<file path="src/rtl/fpu_pkg.sv">
// Shared definitions for the FPU pin-level byte sequencer:
// state encoding, operation codes, word size and flag bit positions.
package fpu_pkg;

    localparam int BYTES_PER_WORD = 4;

    localparam logic [1:0] OP_ADD = 2'd0;
    localparam logic [1:0] OP_SUB = 2'd1;
    localparam logic [1:0] OP_MUL = 2'd2;
    localparam logic [1:0] OP_CMP = 2'd3;

    // core_flags = {NV, OF, UF, NX}
    localparam int FLAG_NX = 0;
    localparam int FLAG_UF = 1;
    localparam int FLAG_OF = 2;
    localparam int FLAG_NV = 3;

    typedef enum logic [2:0] {
        S_CMD,
        S_LOAD_A,
        S_LOAD_B,
        S_ISSUE,
        S_WAIT,
        S_SEND,
        S_FLAGS
    } seq_state_t;

endpackage

</file>
<file path="src/rtl/fpu_io_sequencer.sv">
// Byte-serial front end for the FP ALU core: takes a command byte and
// two LSB-first 32-bit operands, starts the core, waits for its result
// (with timeout), then streams four result bytes and one status byte.
// Ports:
//   clk, rst_n                      clock, async active-low reset
//   in_data/in_valid/in_ready       input byte stream (cmd, A, B)
//   core_a/core_b/core_op           operands and opcode to the core
//   core_start                      one-cycle start pulse
//   core_done/core_result/core_flags  core response
//   out_data/out_valid/out_ready    output byte stream (result, status)
//   busy                            high whenever not waiting for a command
module fpu_io_sequencer
    import fpu_pkg::*;
#(
    parameter int TIMEOUT_CYCLES = 255
) (
    input  logic        clk,
    input  logic        rst_n,
    input  logic [7:0]  in_data,
    input  logic        in_valid,
    output logic        in_ready,
    output logic [31:0] core_a,
    output logic [31:0] core_b,
    output logic [1:0]  core_op,
    output logic        core_start,
    input  logic        core_done,
    input  logic [31:0] core_result,
    input  logic [3:0]  core_flags,
    output logic [7:0]  out_data,
    output logic        out_valid,
    input  logic        out_ready,
    output logic        busy
);

    localparam int TW = $clog2(TIMEOUT_CYCLES + 1);
    localparam logic [TW-1:0] T_LAST = TW'(TIMEOUT_CYCLES);
    localparam logic [1:0] CNT_LAST = 2'(BYTES_PER_WORD - 1);

    seq_state_t state, state_nx;

    logic [1:0]    cnt;
    logic [TW-1:0] tcnt;
    logic [TW-1:0] tcnt_inc;
    logic [31:0]   res_q;
    logic [3:0]    flags_q;
    logic          to_q;

    logic in_xfer;
    logic out_xfer;
    logic cnt_last;
    logic t_hit;

    assign in_ready   = (state == S_CMD) || (state == S_LOAD_A)
                     || (state == S_LOAD_B);
    assign out_valid  = (state == S_SEND) || (state == S_FLAGS);
    assign core_start = (state == S_ISSUE);
    assign busy       = (state != S_CMD);

    assign in_xfer  = in_valid & in_ready;
    assign out_xfer = out_valid & out_ready;
    assign cnt_last = (cnt == CNT_LAST);

    // The cycle whose increment lands on TIMEOUT_CYCLES is the last
    // wait cycle; a done pulse in that same cycle still takes priority.
    assign tcnt_inc = (tcnt == T_LAST) ? tcnt : tcnt + TW'(1);
    assign t_hit    = (tcnt_inc == T_LAST);

    always_comb begin
        out_data = 8'h00;
        if (state == S_SEND) begin
            out_data = res_q[{cnt, 3'b000} +: 8];
        end else if (state == S_FLAGS) begin
            out_data = {to_q, 3'b000, flags_q};
        end
    end

    always_ff @(posedge clk or negedge rst_n) begin
        if (!rst_n) begin
            state <= S_CMD;
        end else begin
            state <= state_nx;
        end
    end

    always_comb begin
        state_nx = state;
        case (state)
            S_CMD:    if (in_xfer) state_nx = S_LOAD_A;
            S_LOAD_A: if (in_xfer && cnt_last) state_nx = S_LOAD_B;
            S_LOAD_B: if (in_xfer && cnt_last) state_nx = S_ISSUE;
            S_ISSUE:  state_nx = S_WAIT;
            S_WAIT:   if (core_done || t_hit) state_nx = S_SEND;
            S_SEND:   if (out_xfer && cnt_last) state_nx = S_FLAGS;
            S_FLAGS:  if (out_xfer) state_nx = S_CMD;
            default:  state_nx = S_CMD;
        endcase
    end

    // Operand bytes are written straight into core_a/core_b, so the
    // core sees stable operands from S_ISSUE until the next command.
    // The 2-bit byte counter wraps to 0 after each word.
    always_ff @(posedge clk or negedge rst_n) begin
        if (!rst_n) begin
            cnt     <= '0;
            tcnt    <= '0;
            res_q   <= '0;
            flags_q <= '0;
            to_q    <= 1'b0;
            core_a  <= '0;
            core_b  <= '0;
            core_op <= '0;
        end else begin
            case (state)
                S_CMD: begin
                    if (in_xfer) begin
                        core_op <= in_data[1:0];
                        cnt     <= '0;
                    end
                end
                S_LOAD_A: begin
                    if (in_xfer) begin
                        core_a[{cnt, 3'b000} +: 8] <= in_data;
                        cnt <= cnt + 2'd1;
                    end
                end
                S_LOAD_B: begin
                    if (in_xfer) begin
                        core_b[{cnt, 3'b000} +: 8] <= in_data;
                        cnt <= cnt + 2'd1;
                    end
                end
                S_ISSUE: begin
                    tcnt <= '0;
                end
                S_WAIT: begin
                    tcnt <= tcnt_inc;
                    if (core_done) begin
                        res_q   <= core_result;
                        flags_q <= core_flags;
                        to_q    <= 1'b0;
                    end else if (t_hit) begin
                        res_q   <= '0;
                        flags_q <= '0;
                        to_q    <= 1'b1;
                    end
                end
                S_SEND: begin
                    if (out_xfer) cnt <= cnt + 2'd1;
                end
                default: ;
            endcase
        end
    end

endmodule

</file>
<file path="config.mk">
export PLATFORM = sky130hd
export DESIGN_NAME = fpu_io_sequencer
export DESIGN_NICKNAME = d
export VERILOG_FILES = /design/src/rtl/fpu_pkg.sv /design/src/rtl/fpu_io_sequencer.sv
export SDC_FILE = /design/constraint.sdc
export NUM_CORES = 1
export LEC_CHECK = 0
export BUFFER_PORTS_ARGS = -buffer_cell sky130_fd_sc_hd__buf_2
export CORE_MARGIN = 2
export CORE_UTILIZATION = 48
export DETAILED_ROUTE_END_ITERATION = 8
export GPL_ROUTABILITY_DRIVEN = 0
export PLACE_DENSITY = 0.81
export SLEW_MARGIN = 20
export SYNTH_ARGS = -nofsm -noshare
export SYNTH_HDL_FRONTEND = slang
export SYNTH_SLANG_ARGS = --single-unit
</file>
<file path="constraint.sdc">
create_clock -name clk -period 2.3 [get_ports clk]
set_input_delay 0.575 -clock clk [delete_from_list [all_inputs] [get_ports clk]]
set_output_delay 0.575 -clock clk [all_outputs]
set_load 0.005 [all_outputs]
</file>
==> impl_metrics.ini, run 1 <==
[die]
pin_count = 127
core_region_area_mm2 = 0.0107
dieArea_mm2 = 0.0118
die-height_um = 108
floorplan.initialDensity_pct = 48.7
die_x_um = 108
fp-row-count = 38

[synthesis]
synth_ff_type = dfrtp_1
postSynthCellCount = 518
synth_sequential_area_ratio_pct = 55.5
synthDominantAreaCellType = dfrtp_1
synth-edff-count = 0
postSynthRegisterBits = 116
synth_cell_types = 44
synth.top_cell.area_share_pct = 55.5
asyncSetResetFlopFracSynth_pct = 100
synthesis.nets = 573
yosysWarningCount = 0
mappedNetlistArea_mm2 = 0.00523
post_syn_area_per_cell_um2 = 10.1
synthTopCellsByArea = dfrtp_1 (55%), nand2_1 (8.6%), mux2i_1 (7.3%), o21ai_0 (7.0%), mux4_2 (3.4%)

[power]
power_per_cell_area_mw_per_mm2 = 1280
power_leakage_nw = 3.50
peakVddDrop_v = 0.000752
power_consumption_mw = 8.76

[clock_tree]
htree_num_levels = 4
insertion_delay_ps = 520
clk_root_buffer_cell = clkbuf_8
clock_tree_from_tritoncts = built
ctsHoldBuffers = 0
clkSlewWorstSetupHoldPaths_ps = 60
cts-buffers-inserted = 17
clock_sink_count = 116
cts_buffer_depth = 2

[outcome]
violations = setup timing
outcome = finished with violations

[sta]
relSlewSlack_pct = 58.3
max_clock_freq_mhz = 397
hold_ws_ps = 123
grt_setup_unrepaired = true
finalHoldViolations = 0
final_min_period_over_clock_period_pct = 110
final_setup_violation_count = 8
period_minus_slack_ps = 2520
worst_clock_skew_ps = 12.8
tightestPinTransition_ps = 626
setup_ws_ps = -220
maxSlewViolCount = 0

[setup_path]
critical_path.cell_chain = buf_12 > mux4_2 > a22oi_2 > nor2b_1 > buf_2
critical_path.max_stage_delay_ps = 510
worst_setup_end_kind = primary output
path_depth = 5
cell_family_with_the_largest_share_of_critical_path_delay = multiplexers
crit_path_start_kind = register
worstPathArrival_ps = 1950
critical_path_fanouts_max = 5
critical_path_buf_inv_count = 2
critPathRequiredTime_ps = 1730
r2r.worst_path.cells = 9
critPathKind = reg -> out
timing.critical_path.slowest_stage_cell = mux4_2

[cells_and_area]
diodes = 0
layout_overhead_on_the_synthesized_area_pct = 30.3
layout.nets = 717
post_route_cells_drive_above_1_share_pct = 31.2
stdcell_area_mm2 = 0.00682
fillers = 868

[routing]
avgViaCountPerCell = 5.54
antenna_violating_nets_post_route = 0
routed-via-count = 4504
wire_per_inst_um = 17.1
detailedRoute.firstIterationViolations = 312
drt-pass1-iter-count = 6
drc = 0
wire_length_reported_by_the_detailed_router_mm = 13.9

[global_route]
grt_first_pass_wirelength_mm = 22.0
grt_start_max_net_pins = 117
initial_antenna_violation_count = 0
globalRouteTotalUtil_pct = 24.4
grt_pass1_vias = 4436
globalRoute.totalOverflow = 0

[placement]
dp.final_hpwl_mm = 9.08
placed_area_mm2 = 0.00608
port_buffers = 126

[hold_path]
worst_hold_path_type = in -> async

[job]
maxCapViolCount = 0
==> placed cells by master, fill, tap and decap left out, types with 2 or more instances in the layout <==
master	count
and3_1	3
o21a_1	3
nor3_1	7
buf_6	3
mux2i_1	38
buf_4	23
nor2b_1	6
a31oi_1	2
bufinv_16	3
a22oi_2	5
nor2_1	45
a21oi_1	8
mux4_2	8
clkinvlp_4	2
a311oi_1	2
nand2b_1	2
a21o_1	2
nand3_1	6
buf_12	3
nor2b_2	2
clkbuf_16	17
ha_1	6
dfrtp_1	112
and3_4	3
o21ai_0	73
clkinv_2	3
a211oi_1	3
nand2_1	119
inv_1	9
clkbuf_8	4
o211ai_1	2
mux2_2	2
xnor2_1	2
dfrtp_2	4
buf_2	122
==> Yosys cell counts (all sizes together) (7+ instances only) <==
| cell type | count |
|---|---|
| nand2 | 120 |
| dfrtp | 116 |
| o21ai | 73 |
| nor2 | 45 |
| mux2i | 38 |
| clkbuf | 18 |
| buf | 9 |
| inv | 9 |
| a21oi | 8 |
| mux4 | 8 |
| nor2b | 8 |
| nor3 | 7 |
==> final timing paths <==
check / startpoint / endpoint / slack (ps)
setup reg to reg: tcnt[0] / to_q / 120
hold reg to reg: core_b[21] / core_b[21] / 480
min in group clk: core_result[7] / res_q[7] / 300
hold / removal: rst_n / core_a[18] / 120
max in group asynchronous: rst_n / state[0] / 1640
setup / recovery: cnt[0] / out_data[2] / -220
==> through the flow <==
step                TNS (ps)  std cells  setup slack [ps]  util, %
floorplan                  0        518              98.8        -
global placement           0        774               240     56.6
detailed placement         0        774               183     56.6
CTS                    -1580        807              -218     62.7
global route           -2040        813              -313     63.5
finish                 -1490        813              -220     63.5
==> repair_timing <==
item	in CTS	in global routing
endpoints found under the setup margin	9	45
cloned	0	1
endpoints found under the hold margin	0	0
pin swaps	2	1
resized for setup	12	5
buffers inserted	3	5
==> layer usage <==
metal,global-route usage (%),routed length (µm),vias up
li1,-,-,2080
met1,29.7,5580,2192
met2,41.2,6820,199
met3,7.35,1110,33
met4,8.61,404,0
met5,0,0,-
==> cell type report <==
| cell class | instances | area, µm² | area share (%) |
|---|---|---|---|
| Clock buffer | 21 | 459 | 6.73 |
| Clock inverter | 9 | 129 | 1.89 |
| Inverter | 9 | 33.8 | 0.495 |
| Multi-Input combinational cell | 366 | 2210 | 32.4 |
| Sequential cell | 116 | 2910 | 42.6 |
| Tap cell | 140 | 175 | 2.57 |
| Timing Repair Buffer | 152 | 902 | 13.2 |
==> logic make-up after synthesis <==
family	synth area share [%]
multiplexers	11.1
AO/OA/AOI/OAI	11.7
XOR/XNOR	0.335
flip-flops	55.5
AND/OR/NAND/NOR	16.8
buffers and inverters	3.16
adder cells (fa/ha/maj)	1.43
==> sequential cells by signal, summed over array words and instances, names as in the netlist <==
signal and count:
core_a 32, core_b 32, res_q 32, tcnt 8, flags_q 4, state 3, cnt 2, core_op 2
to_q 1
==> where the power goes <==
| group | internal, mW | switching [mW] | leakage (nW) |
|---|---|---|---|
| combinational | 1.44 | 1.50 | 1.70 |
| clock | 1.72 | 0.906 | 0.286 |
| sequential | 2.67 | 0.527 | 1.52 |
==> worst register-to-register path, delay by kind of cell (launching register included) <==
family	cells	cell delay [ps]
fa+ha+maj	1	240
simple gates	1	100
compound gates	4	800
buf+inv	3	500
flops	1	430
Power figures use the tool's default switching activity.
==> run 2: changes to the inputs <==
Settings changed: MAX_ROUTING_LAYER set to met4.
==> run 2 against run 1 <==
Final cell count unchanged. The run still ends with setup timing left. Via count shrank 0.58%. Critical endpoint unchanged. Worst setup slack got worse by 19 ps. Critical path depth is the same. Global-route usage increased by 0.73 points.
==> impl_metrics.ini, run 2 (same netlist as run 1, synthesis figures left out) <==
[hold_path]
worst_hold_path_type = in -> async

[cells_and_area]
fillers = 866
most-common-layout-cells = buf_2 (122), nand2_1 (119), dfrtp_1 (112)
ff_latch_area_mm2 = 0.00291
diodes = 0
reg.largest.list = core_a x32, core_b x32, res_q x32
stdcell_area_mm2 = 0.00682
multiInputGateArea_mm2 = 0.00221
layout.cells.most_common = buf_2
layout.nets = 717
layout_overhead_on_the_synthesized_area_pct = 30.3
post_route_cells_drive_above_1_share_pct = 31.2

[die]
core_region_area_mm2 = 0.0107
die-height_um = 108
dieArea_mm2 = 0.0118
die_x_um = 108
pin_count = 127
floorplan.initialDensity_pct = 48.7
fp-row-count = 38

[clock_tree]
clock_sink_count = 116
clkSlewWorstSetupHoldPaths_ps = 60
cts_buffer_depth = 2
cts-buffers-inserted = 17
htree_num_levels = 4
clk_root_buffer_cell = clkbuf_8
clock_tree_from_tritoncts = built
insertion_delay_ps = 520

[routing]
wire_length_reported_by_the_detailed_router_mm = 14.0
drc = 0
antenna_violating_nets_post_route = 0
detailedRoute.firstIterationViolations = 280
drt-pass1-iter-count = 6
wire_per_inst_um = 17.2
routed-via-count = 4478
avgViaCountPerCell = 5.51

[setup_path]
worst_setup_end_kind = primary output
critical_path.cell_chain = buf_12 > mux4_2 > a22oi_2 > nor2b_1 > buf_2
critical_path_fanouts_max = 5
worstPathArrival_ps = 1960
timing.critical_path.slowest_stage_cell = mux4_2
critPathRequiredTime_ps = 1730
crit_path_start_kind = register
critical_path.max_stage_delay_ps = 510
critPathKind = reg -> out

[sta]
final_setup_violation_count = 8
finalHoldViolations = 0
setup_ws_ps = -239
max_clock_freq_mhz = 394
final_min_period_over_clock_period_pct = 110
maxSlewViolCount = 0
tightestPinTransition_ps = 603
relSlewSlack_pct = 59.8
period_minus_slack_ps = 2540
grt_setup_unrepaired = true
worst_clock_skew_ps = 12.8

[outcome]
violations = setup timing
outcome = finished with violations

[placement]
dp_slack_ps = 183
dp.final_hpwl_mm = 9.08
placed_area_mm2 = 0.00608
port_buffers = 126

[power]
power_leakage_nw = 3.50
power_per_cell_area_mw_per_mm2 = 1290
power_consumption_mw = 8.78
peakVddDrop_v = 0.000779

[global_route]
globalRoute.totalOverflow = 0
grt_pass1_vias = 4418
globalRouteTotalUtil_pct = 25.1
grt_start_max_net_pins = 117
grt_first_pass_wirelength_mm = 22.0
initial_antenna_violation_count = 0

[job]
maxCapViolCount = 0
## run 2: cell counts in the layout (fill, tap and decap cells not counted)
No cell type changed its count.
## run 2: worst max-delay path: cells and delay by family, from the launching register on
kind	cells	cell delay (ps)
buffers and inverters	2	260
AOI/OAI and AO/OA	1	160
DFF	1	440
and+or+nand+nor	1	70
muxes	1	510
## run 2: report_power, final
part / internal (mW) / switching, mW
clock network: 1.72 / 0.909
registers: 2.67 / 0.530
logic: 1.44 / 1.51
total: 5.83 / 2.95
## run 2: final cells by class
cell class	instances	share of cell area (%)
Clock buffer	21	6.73
Clock inverter	9	1.89
Inverter	9	0.495
Multi-Input combinational cell	366	32.4
Sequential cell	116	42.6
Tap cell	140	2.57
Timing Repair Buffer	152	13.2
## run 2: final timing paths
path | from | end | slack [ps] | cells after the start
max | cnt[0] | out_data[2] | -240 | 5
min | rst_n | core_a[18] | 130 | 2
max reg2reg | tcnt[0] | to_q | 130 | 9
min reg2reg | core_b[21] | core_b[21] | 480 | 2
max in group asynchronous | rst_n | state[1] | 1690 | 2
min in group clk | core_result[7] | res_q[7] | 300 | 3
## run 2: stage by stage
stage | cells | hold WS, ps | TNS [ps] | util [%]
global placement | 774 | 457 | 0 | 56.6
CTS | 807 | 172 | -1580 | 62.7
detailed placement | 774 | 469 | 0 | 56.6
floorplan | 518 | 279 | 0 | -
finish | 813 | 132 | -1530 | 63.5
global route | 813 | 201 | -2080 | 63.5
## run 2: timing repair
action / CTS / global route
buffers inserted: 3 / 5
hold buffers: 0 / 0
gates cloned: 0 / 1
pin swaps: 2 / 1
resized for setup: 12 / 5
endpoints found under the setup margin: 9 / 45
## run 2: metal layers
layer / wire length [µm] / track usage (%) / vias up
met3: 1080 / 6.87 / 28
met5: 0 / - / -
met2: 6980 / 41.1 / 204
met1: 5630 / 30.1 / 2167
li1: - / - / 2079
met4: 324 / 8.61 / 0
==> run 3: changes to the inputs <==
Settings changed: TNS_END_PERCENT set to 10.
==> run 3 against run 2 <==
The run still ends with setup timing left. Hold slack got worse by 39 ps. Non-clock buffer count fell by 6. Largest power group unchanged. Register-to-register slack improved by 40 ps. Clock skew rose by 0.78 ps. Global-route usage fell by 0.23 points. Core utilization fell by 0.50 points. Final cell count fell by 0.74%.
==> impl_metrics.ini, run 3 (same netlist as run 1, synthesis figures left out) <==
[sta]
grt_setup_unrepaired = true
relSlewSlack_pct = 56.3
setup-tns-final_ps = -1540
tightestPinTransition_ps = 656
worst_clock_skew_ps = 13.6
max_clock_freq_mhz = 397
final_min_period_over_clock_period_pct = 109
hold_ws_ps = 93.7
period_minus_slack_ps = 2520
maxSlewViolCount = 0
setup_ws_ps = -218
finalHoldViolations = 0
final_setup_violation_count = 8

[die]
pin_count = 127
die-height_um = 108
die_x_um = 108
fp-row-count = 38
core_region_area_mm2 = 0.0107
dieArea_mm2 = 0.0118
floorplan.initialDensity_pct = 48.7

[setup_path]
critical_path_fanouts_max = 5
timing.critical_path.slowest_stage_cell = mux4_2
worst_setup_end_kind = primary output
crit_path_start_kind = register
cell_family_with_the_largest_share_of_critical_path_delay = multiplexers
critPathRequiredTime_ps = 1730
critical_path_buf_inv_count = 2
worstPathArrival_ps = 1940
critical_path.cell_chain = buf_12 > mux4_2 > a22oi_2 > nor2b_1 > buf_2
critical_path.max_stage_delay_ps = 510
critPathKind = reg -> out
setup.reg_to_reg.worst_slack_ps = 170

[global_route]
grt_start_max_net_pins = 117
grt_first_pass_wirelength_mm = 21.9
globalRoute.totalOverflow = 0
initial_antenna_violation_count = 0
grt_pass1_vias = 4411
globalRouteTotalUtil_pct = 24.9

[placement]
placed_area_mm2 = 0.00608
dp_slack_ps = 183
dpl.cell_count = 774
port_buffers = 126
dp.final_hpwl_mm = 9.08

[cells_and_area]
fillers = 870
reg.largest.list = core_a x32, core_b x32, res_q x32
most-common-layout-cells = buf_2 (122), nand2_1 (119), dfrtp_1 (112)
final_core_util_pct = 63.0
final-instance-count-excl-fill = 807
stdcell_area_mm2 = 0.00677
layout.nets = 711
diodes = 0
layout.cells.most_common = buf_2
layout_overhead_on_the_synthesized_area_pct = 29.3
ff_latch_area_mm2 = 0.00291
multiInputGateArea_mm2 = 0.00222
post_route_cells_drive_above_1_share_pct = 30.6

[power]
power_consumption_mw = 8.72
power_leakage_nw = 3.47
power.share.switching_pct = 33.3
power_report.internal_total_mw = 5.81
power.share.combinational_pct = 33.2
seq_power_share_pct = 36.7
power_per_cell_area_mw_per_mm2 = 1290
p_sw_mw = 2.91
power.share.clock_pct = 30.1
peakVddDrop_v = 0.000778

[routing]
detailedRoute.firstIterationViolations = 328
drc = 0
wire_per_inst_um = 16.8
antenna_violating_nets_post_route = 0
wire_length_reported_by_the_detailed_router_mm = 13.6
avgViaCountPerCell = 5.53
routed-via-count = 4464
drt-pass1-iter-count = 5

[outcome]
outcome = finished with violations
violations = setup timing

[clock_tree]
clk_root_buffer_cell = clkbuf_8
clock_tree_from_tritoncts = built
ctsHoldBuffers = 0
insertion_delay_ps = 520
cts_buffer_depth = 2
cts-buffers-inserted = 17
htree_num_levels = 4
clkSlewWorstSetupHoldPaths_ps = 60
clock_sink_count = 116

[job]
maxCapViolCount = 0

[hold_path]
worst_hold_path_type = in -> async
run 3: routing by layer:
| metal | up-vias | track usage [%] | routed length (µm) |
|---|---|---|---|
| met4 | 0 | 8.61 | 348 |
| met1 | 2157 | 29.8 | 5540 |
| met5 | - | - | 0 |
| met2 | 206 | 40.6 | 6590 |
| met3 | 32 | 6.87 | 1100 |
| li1 | 2069 | - | - |
run 3: final cells by class:
cell class / count / area share (%)
Clock buffer: 21 / 6.79
Clock inverter: 9 / 1.90
Inverter: 9 / 0.499
Multi-Input combinational cell: 366 / 32.8
Sequential cell: 116 / 43.0
Tap cell: 140 / 2.59
Timing Repair Buffer: 146 / 12.5
run 3: repair_timing:
action,CTS,global route
endpoints found under the setup margin,9,45
pin swaps,1,1
setup buffers,3,0
gates cloned,0,0
resized for setup,8,11
run 3: final timing paths:
path                                startpoint     endpoint  depth (start not counted)
worst max-delay path                    cnt[0]  out_data[2]                          5
worst min-delay path                     rst_n   core_a[18]                          2
worst max register to register          cnt[0]    core_b[6]                          8
worst min register to register      core_b[10]   core_b[10]                          2
max in group asynchronous                rst_n     state[0]                          2
min in group clk                core_result[7]     res_q[7]                          3
run 3: power groups by stage:
| stage | registers, mW | clock network (mW) | logic (mW) |
|---|---|---|---|
| 2_1_floorplan | 2.99 | 0 | 1.77 |
| 3_3_place_gp | 3.14 | 0 | 2.55 |
| 3_5_place_dp | 3.19 | 0 | 2.65 |
| 4_1_cts | 3.18 | 2.64 | 2.78 |
| 5_1_grt | 3.26 | 2.74 | 3.24 |
| 6_report | 3.20 | 2.62 | 2.89 |
